## src/rtl/spi_slave_responder.sv

```systemverilog
`default_nettype none
// ============================================================================
// Module      : spi_slave_responder
// Description : SPI mode-0 target oversampled in the clk domain; MOSI bytes go
//               to an RX FIFO drained by the upload handshake, MISO bytes come
//               from an FWFT TX source or a default byte.
// Revision    : 1.0 - initial release
// ============================================================================
module spi_slave_responder #(
    parameter int          RX_DEPTH      = 16,
    parameter logic [7:0]  DEFAULT_TX    = 8'hA5,
    parameter logic [7:0]  UPLOAD_SOURCE = 8'h14
) (
    input  logic        clk,
    input  logic        rst,
    input  logic        spi_clk,
    input  logic        spi_cs_n,
    input  logic        spi_mosi,
    output logic        spi_miso,
    input  logic [7:0]  tx_data,
    input  logic        tx_valid,
    output logic        tx_ready,
    output logic        upload_active,
    output logic        upload_req,
    output logic [7:0]  upload_data,
    output logic [7:0]  upload_source,
    output logic        upload_valid,
    input  logic        upload_ready,
    output logic        frame_done,
    output logic [15:0] frame_byte_count,
    output logic        rx_overflow
);

    localparam int         c_aw        = $clog2(RX_DEPTH);
    localparam logic [0:0] c_st_idle   = 1'b0;
    localparam logic [0:0] c_st_active = 1'b1;

    logic [2:0] r_sclk_sync;
    logic [2:0] r_cs_sync;
    logic [2:0] r_cs_vld;
    logic [1:0] r_mosi_sync;

    // r_cs_vld marks stages holding real samples, so a low CS present at reset
    // release is not mistaken for a falling edge.
    always_ff @(posedge clk) begin
        if (rst) begin
            r_sclk_sync <= 3'b000;
            r_cs_sync   <= 3'b111;
            r_cs_vld    <= 3'b000;
            r_mosi_sync <= 2'b00;
        end else begin
            r_sclk_sync <= {r_sclk_sync[1:0], spi_clk};
            r_cs_sync   <= {r_cs_sync[1:0], spi_cs_n};
            r_cs_vld    <= {r_cs_vld[1:0], 1'b1};
            r_mosi_sync <= {r_mosi_sync[0], spi_mosi};
        end
    end

    logic w_sclk_rise, w_sclk_fall, w_cs_fall, w_cs_rise, w_mosi;
    assign w_sclk_rise = r_sclk_sync[1] & ~r_sclk_sync[2];
    assign w_sclk_fall = ~r_sclk_sync[1] & r_sclk_sync[2];
    assign w_cs_fall   = ~r_cs_sync[1] & r_cs_sync[2] & r_cs_vld[2];
    assign w_cs_rise   = r_cs_sync[1] & ~r_cs_sync[2];
    assign w_mosi      = r_mosi_sync[1];

    logic [0:0]  r_state;
    logic [2:0]  r_bit_cnt;
    logic [15:0] r_byte_cnt;
    logic [7:0]  r_tx_shift;
    logic [7:0]  r_rx_shift;
    logic        r_tx_from_src;
    logic        r_tx_ready;
    logic        r_frame_done;
    logic [15:0] r_frame_byte_count;

    logic       w_push_req;
    logic [7:0] w_push_data;
    assign w_push_req  = (r_state == c_st_active) && !w_cs_rise && w_sclk_rise &&
                         (r_bit_cnt == 3'd7);
    assign w_push_data = {r_rx_shift[6:0], w_mosi};

    always_ff @(posedge clk) begin
        if (rst) begin
            r_state            <= c_st_idle;
            r_bit_cnt          <= 3'd0;
            r_byte_cnt         <= 16'd0;
            r_tx_shift         <= 8'd0;
            r_rx_shift         <= 8'd0;
            r_tx_from_src      <= 1'b0;
            r_tx_ready         <= 1'b0;
            r_frame_done       <= 1'b0;
            r_frame_byte_count <= 16'd0;
        end else begin
            r_tx_ready   <= 1'b0;
            r_frame_done <= 1'b0;
            case (r_state)
                c_st_idle: begin
                    if (w_cs_fall) begin
                        r_state       <= c_st_active;
                        r_bit_cnt     <= 3'd0;
                        r_byte_cnt    <= 16'd0;
                        r_tx_shift    <= tx_valid ? tx_data : DEFAULT_TX;
                        r_tx_from_src <= tx_valid;
                    end
                end
                c_st_active: begin
                    if (w_cs_rise) begin
                        r_state            <= c_st_idle;
                        r_frame_done       <= 1'b1;
                        r_frame_byte_count <= r_byte_cnt;
                        r_bit_cnt          <= 3'd0;
                    end else if (w_sclk_rise) begin
                        r_rx_shift <= {r_rx_shift[6:0], w_mosi};
                        r_bit_cnt  <= r_bit_cnt + 3'd1;
                        // Pop only after the first bit of the loaded byte is out
                        if (r_bit_cnt == 3'd0 && r_tx_from_src) begin
                            r_tx_ready    <= 1'b1;
                            r_tx_from_src <= 1'b0;
                        end
                        if (r_bit_cnt == 3'd7 && r_byte_cnt != 16'hFFFF)
                            r_byte_cnt <= r_byte_cnt + 16'd1;
                    end else if (w_sclk_fall) begin
                        if (r_bit_cnt == 3'd0) begin
                            r_tx_shift    <= tx_valid ? tx_data : DEFAULT_TX;
                            r_tx_from_src <= tx_valid;
                        end else begin
                            r_tx_shift <= {r_tx_shift[6:0], 1'b0};
                        end
                    end
                end
                default: r_state <= c_st_idle;
            endcase
        end
    end

    logic [7:0]    r_mem [RX_DEPTH];
    logic [c_aw:0] r_wr_ptr;
    logic [c_aw:0] r_rd_ptr;
    logic          r_overflow;
    logic          w_empty, w_full, w_pop, w_push;

    assign w_empty = (r_wr_ptr == r_rd_ptr);
    assign w_full  = (r_wr_ptr[c_aw] != r_rd_ptr[c_aw]) &&
                     (r_wr_ptr[c_aw-1:0] == r_rd_ptr[c_aw-1:0]);
    assign w_pop   = !w_empty && upload_ready;
    assign w_push  = w_push_req && (!w_full || w_pop);

    always_ff @(posedge clk) begin
        if (rst) begin
            r_wr_ptr   <= '0;
            r_rd_ptr   <= '0;
            r_overflow <= 1'b0;
            for (int i = 0; i < RX_DEPTH; i++) r_mem[i] <= 8'd0;
        end else begin
            if (w_push) begin
                r_mem[r_wr_ptr[c_aw-1:0]] <= w_push_data;
                r_wr_ptr                  <= r_wr_ptr + 1'b1;
            end
            if (w_pop) r_rd_ptr <= r_rd_ptr + 1'b1;
            if (w_push_req && !w_push) r_overflow <= 1'b1;
        end
    end

    assign spi_miso         = (r_state == c_st_active) ? r_tx_shift[7] : 1'b1;
    assign tx_ready         = r_tx_ready;
    assign upload_valid     = !w_empty;
    assign upload_active    = !w_empty;
    assign upload_req       = !w_empty;
    assign upload_data      = r_mem[r_rd_ptr[c_aw-1:0]];
    assign upload_source    = UPLOAD_SOURCE;
    assign frame_done       = r_frame_done;
    assign frame_byte_count = r_frame_byte_count;
    assign rx_overflow      = r_overflow;

endmodule
`default_nettype wire

```

## config.mk

```make
export PLATFORM = sky130hd
export DESIGN_NAME = spi_slave_responder
export DESIGN_NICKNAME = d
export VERILOG_FILES = /design/src/rtl/spi_slave_responder.sv
export SDC_FILE = /design/constraint.sdc
export NUM_CORES = 1
export LEC_CHECK = 0
export BUFFER_PORTS_ARGS = -buffer_cell sky130_fd_sc_hd__buf_2
export CORE_MARGIN = 2
export CORE_UTILIZATION = 54
export CTS_BUF_LIST = sky130_fd_sc_hd__clkbuf_8
export CTS_CLUSTER_DIAMETER = 200
export DETAILED_ROUTE_END_ITERATION = 16
export PLACE_DENSITY = 0.82
export SETUP_SLACK_MARGIN = 0.4
export SLEW_MARGIN = 20
export SYNTH_ARGS = -nofsm -noshare
export SYNTH_HDL_FRONTEND = slang
export SYNTH_SLANG_ARGS = --single-unit
```

## constraint.sdc

```tcl
create_clock -name clk -period 4.1 [get_ports clk]
set_input_delay 0.615 -clock clk [delete_from_list [all_inputs] [get_ports clk]]
set_output_delay 0.615 -clock clk [all_outputs]
set_load 0.005 [all_outputs]
```

==> results of run 1 <==
[worst max-delay path by stage]
| stage | cells past startpoint | startpoint | slack (ns) | end |
|---|---|---|---|---|
| floorplan | 5 | rst | 1.54 | r_mem[0][0] |
| global placement | 7 | rst | 1.20 | r_mem[2][1] |
| detailed placement | 8 | rst | 1.10 | r_mem[14][5] |
| CTS | 4 | flop | 0.57 | upload_data[2] |
| global route | 4 | flop | 0.49 | upload_data[2] |
| finish | 4 | flop | 0.59 | upload_data[2] |
[metal layers]
metal	GRT usage	up-vias
li1	-	2941
met1	0.301	3063
met2	0.385	272
met3	0.0387	40
met4	0.0860	0
met5	0	-
[cells in the final DEF, fill, tap and decap left out, drive strengths merged, types with 19 or more instances in the layout]
| cell type | count |
|---|---|
| nor2 | 168 |
| edfxtp | 128 |
| nand2 | 105 |
| dfxtp | 80 |
| buf | 65 |
| mux4 | 40 |
| clkbuf | 37 |
| a21oi | 36 |
| inv | 34 |
| o21ai | 27 |
| nand3 | 19 |
[cell type report]
type                            count  area share
Inverter                           14     0.00517
Tap cell                          220      0.0271
Timing Repair Buffer               65      0.0369
Sequential cell                   208       0.536
Clock inverter                     23     0.00985
Multi-Input combinational cell    528       0.335
Clock buffer                       37      0.0501
[sequential cells by signal (all words and copies together), names as in the netlist, 5 cells and up, named ones only]
signal and count:
r_byte_cnt 16, r_rd_ptr 5, r_rx_shift 7, r_tx_shift 8, frame_byte_count 16, r_wr_ptr 5, r_mem 128
[logic make-up (layout without fill, tap and decap cells)]
kind of cell,Yosys count,in the layout,synth area share
AO/OA/AOI/OAI,105,105,0.0721
XOR/XNOR,10,10,0.00947
adder cells (fa/ha/maj),11,11,0.0149
buffers and inverters,69,139,0.0453
flip-flops,208,208,0.589
multiplexers,45,45,0.103
other,2,8,0.000812
AND/OR/NAND/NOR,349,349,0.165
[critical path, delay by kind of cell (launching register included)]
family,cells,cell delay (ns)
mux,2,0.80
buf+inv,2,0.50
flops,1,1.05
[power breakdown]
group / internal [W] / switching, W / leakage [nW] / total (W)
Sequential: 0.00228 / 0.0000235 / 1.88 / 0.00230
Combinational: 0.0000505 / 0.0000708 / 1.13 / 0.000121
Clock: 0.000832 / 0.000791 / 0.376 / 0.00162
[per-stage QoR]
stage               worst slack [ns]  power [W]  std cells   util  cell area [sq um]
floorplan                       1.54    0.00242        805      -               9270
global placement                1.20    0.00246       1035  0.574               9550
detailed placement              1.10    0.00247       1035  0.574               9550
CTS                            0.567    0.00407       1095  0.611              10200
global route                   0.488    0.00417       1095  0.611              10200
finish                         0.595    0.00405       1095  0.611              10200
==> results.cfg, run 1 <==
[floorplan]
io-pin-count = 54
dieWidth_um = 135
std_cell_rows = 47
start_util = 0.556
die_h_um = 135
dieArea_sq_um = 18200
coreArea_sq_um = 16600

[clock_tree]
numCtsBuffers = 34
clock_path_buffers = 3
cts_tree = done
post_cts_buffers = 0
clk_pin_slew_ns = 0.06
clockRootBuffer = clkbuf_8
clkSinkCount = 208
clock_latency_ns = 0.53
cts_resized = 0
htree_levels = 2
holdBufCountCts = 0

[pwr]
vdd_drop_max_mv = 0.234
power_density_nw_per_um2 = 398
leakage_nw = 3.39

[drt]
route.detailed.drc = 0
wl_met2_mm = 10.3
drtAntennaViolNets = 0
met3WireLength_mm = 1.55
drt-met1-wl_mm = 7.88
drt-wirelength-per-cell_um = 18.5
top_layer = met4
firstDrtPassIters = 5
drtIter0Drc = 693
routed_wl_mm = 20.3
vias = 6316
vias_per_cell = 5.77

[setup_path]
reg2reg_setup_slack_ns = 1.21
critical_path_class = reg -> out
crit_path_start_kind = flop
cpPeakStageDelay_ns = 1.05
reg2regPathDepth = 7
cpMostUsedCell = mux4_2
critical_path.slowest_cell = dfxtp_1
r2r-end = r_mem[14][6]
endpoint_kind = output port
critical_path_arrival_ns = 2.89
critical_path.max_fanout = 21
rr_startpoint = r_state
critPathRequiredTime_ns = 3.48
path_cells = buf_4, mux4_2, mux4_2, buf_2

[run]
maxCapViolCount = 0

[synth]
ys.flop_type = edfxtp_1
yosysTopAreaCellShare = 0.416
ys_async_sr_fraction = 0
syn_inst = 799
synth.avg_cell_area_sq_um = 11.6
synth_seq_cells = 208
synth_area_leader_cell = edfxtp_1
ys_seq_area_frac = 0.589
yosys-top-cells-count = 168 x nor2_1, 128 x edfxtp_1, 101 x nand2_1, 80 x dfxtp_1, 40 x mux4_2
yosysMostFrequentCell = nor2_1
synth_edf_count = 128
yosysUniqueCellTypes = 60
yosysWarnings = 0
synth_area_leaders = edfxtp_1 42%, dfxtp_1 17%, mux4_2 9.7%
syn-cell-area_sq_um = 9250

[timing]
hold_slack_ns = 0.275
clock_skew_ns = 0.0325
tightest_slew_ns = 1.10
fmax_ghz = 0.285
setup_viol = 0
max-slew-margin-rel = 0.263
rsz0062_at_grt = false
fin_crit_sh = 0.855
hold_viol = 0
maxSlewViolCount = 0
finalSetupTns_ns = 0
period_needed_ns = 3.51

[finish]
seqCellArea_sq_um = 5450
antennaDiodeCount = 0
multi_input_area_sq_um = 3400
synthToLayoutAreaGrowth_pct = 9.92
fin_nets = 877
drive_gt1_frac = 0.184
fill_cells = 1274

[placement]
place_congestion = 0.868
port_buffers = 45
hpwl_mm = 13.5

[min_path]
whs_endpoint = r_cs_sync[0]
hp-start = spi_cs_n
hold-path-cell-count = 2
hp-class = in -> reg

[grt]
grt_usage = 0.229
grt_pass1_wl_mm = 32.2
grt-ovfl-total = 0
grt_max_degree = 70
antenna_found_initial = 0
grt_pass1_vias = 6118

[status]
outcome = finished clean
No activity file was read; power rests on OpenSTA's default activity.
==> inputs of run 2 (changes only) <==
--- a/config.mk
+++ b/config.mk
@@ -11,7 +11,7 @@
 export CTS_BUF_LIST = sky130_fd_sc_hd__clkbuf_8
 export CTS_CLUSTER_DIAMETER = 200
 export DETAILED_ROUTE_END_ITERATION = 16
-export PLACE_DENSITY = 0.82
+export PLACE_DENSITY_LB_ADDON = 0.08
 export SETUP_SLACK_MARGIN = 0.4
 export SLEW_MARGIN = 20
 export SYNTH_ARGS = -nofsm -noshare
==> constraint.sdc (replaced) <==
create_clock -name clk -period 3.8 [get_ports clk]
set_input_delay 0.57 -clock clk [delete_from_list [all_inputs] [get_ports clk]]
set_output_delay 0.57 -clock clk [all_outputs]
set_load 0.005 [all_outputs]
==> results.cfg, run 2 (synthesized netlist as in run 1, its figures left out) <==
[pwr]
finalPower_w = 0.00441
vdd_drop_max_mv = 0.216
internal_power_w = 0.00345
clockPowerShare = 0.408
leakage_nw = 3.36
p_comb_frac = 0.028
seq_power_share = 0.564
power_density_nw_per_um2 = 433
p_switching_w = 0.000959
switching_share = 0.218

[floorplan]
coreArea_sq_um = 16600
io-pin-count = 54
dieArea_sq_um = 18200
std_cell_rows = 47
die_h_um = 135
dieWidth_um = 135
start_util = 0.556

[grt]
antenna_found_initial = 0
grt_max_degree = 70
grt_pass1_wl_mm = 33.2
grt_pass1_vias = 6087
grt-ovfl-total = 0
grt_usage = 0.241

[drt]
drtIter0Drc = 449
firstDrtPassIters = 5
route.detailed.drc = 0
vias_per_cell = 5.67
drtAntennaViolNets = 0
vias = 6208
routed_wl_mm = 21.1
drt-wirelength-per-cell_um = 19.3

[run]
maxCapViolCount = 0

[timing]
hold_viol = 0
fin_crit_sh = 0.834
tightest_slew_ns = 1.01
hold_slack_ns = 0.241
maxSlewViolCount = 0
setup_viol = 0
max-slew-margin-rel = 0.324
fmax_ghz = 0.315
period_needed_ns = 3.17
rsz0062_at_grt = false
clock_skew_ns = 0.0289
finalSetupTns_ns = 0

[setup_path]
critical_path_arrival_ns = 2.60
rr_startpoint = r_bit_cnt[0]
critical_path.max_fanout = 17
critPathRequiredTime_ns = 3.23
endpoint_kind = output port
crit_path_start_kind = flop
critical_path_class = reg -> out

[finish]
largest_register_ffs = 128
regMostFlops = r_mem
layout_common_cells = 168 x nor2_1, 128 x edfxtp_1, 101 x nand2_1
mostFrequentLayoutCell = nor2_1
synthToLayoutAreaGrowth_pct = 10.0
drive_gt1_frac = 0.184
fin_nets = 876
antennaDiodeCount = 0

[clock_tree]
clk_pin_slew_ns = 0.06
cts_tree = done
clock_path_buffers = 3
clkSinkCount = 208
numCtsBuffers = 35
htree_levels = 2
clock_latency_ns = 0.52
clockRootBuffer = clkbuf_8

[min_path]
hp-start = spi_cs_n
hp-class = in -> reg

[placement]
hpwl_mm = 14.3
port_buffers = 45
place_congestion = 0.923

[status]
outcome = finished clean
run 2: cell types whose count changed in the layout (fill, tap and decap cells not counted), sizes merged:
cell	before	now
clkinv	1	9
buf	65	63
clkinvlp	2	1
clkbuf	37	39
inv	34	26
run 2: routing by layer:
layer,global-route usage,vias to the layer above,share of wire
li1,-,2936,-
met1,0.308,2999,0.41
met2,0.405,227,0.50
met3,0.0469,46,0.059
met4,0.0959,0,0.031
met5,0,-,0
run 2: worst max-delay path: stages, from the launching register on:
cell and delay (ns):
dfxtp_4 0.56, buf_4 0.31, mux4_2 0.55, mux4_2 0.49, buf_2 0.15
run 2: repair_timing:
item | in CTS | in global routing
hold buffers | 0 | 0
endpoints found under the setup margin | 6 | 0
gates resized for setup | 1 | 0
setup buffers | 0 | 0
run 2: through the flow:
stage | instances | worst slack (ns) | instance area, sq um | util
floorplan | 805 | 1.29 | 9270 | -
global placement | 1033 | 0.668 | 9540 | 0.573
detailed placement | 1033 | 0.540 | 9540 | 0.573
CTS | 1094 | 0.579 | 10200 | 0.611
global route | 1094 | 0.490 | 10200 | 0.611
finish | 1094 | 0.629 | 10200 | 0.611
run 2: path summary, 6_finish.rpt:
kind | cells past startpoint | endpoint | slack, ns
setup reg to reg | 6 | r_mem[10][1] | 0.96
setup / recovery | 4 | upload_data[6] | 0.63
hold / removal | 2 | r_cs_sync[0] | 0.24
hold reg to reg | 1 | r_cs_sync[1] | 0.41
run 2: power by group through the flow:
stage / Combinational, W / Sequential [W] / Clock [W]
finish: 0.000123 / 0.00249 / 0.00180
global route: 0.000134 / 0.00249 / 0.00193
CTS: 0.000124 / 0.00249 / 0.00184
detailed placement: 0.000123 / 0.00254 / 0
global placement: 0.000120 / 0.00253 / 0
floorplan: 0.0000863 / 0.00252 / 0
run 2: layout make-up:
cell class                 instances  area (sq um)
clock buffer                      39           537
clock inverter                    22          93.8
fill                            1343          6470
inverter                          14          52.6
multi-input combinational        528          3400
sequential                       208          5450
tap                              220           275
timing repair buffer              63           360
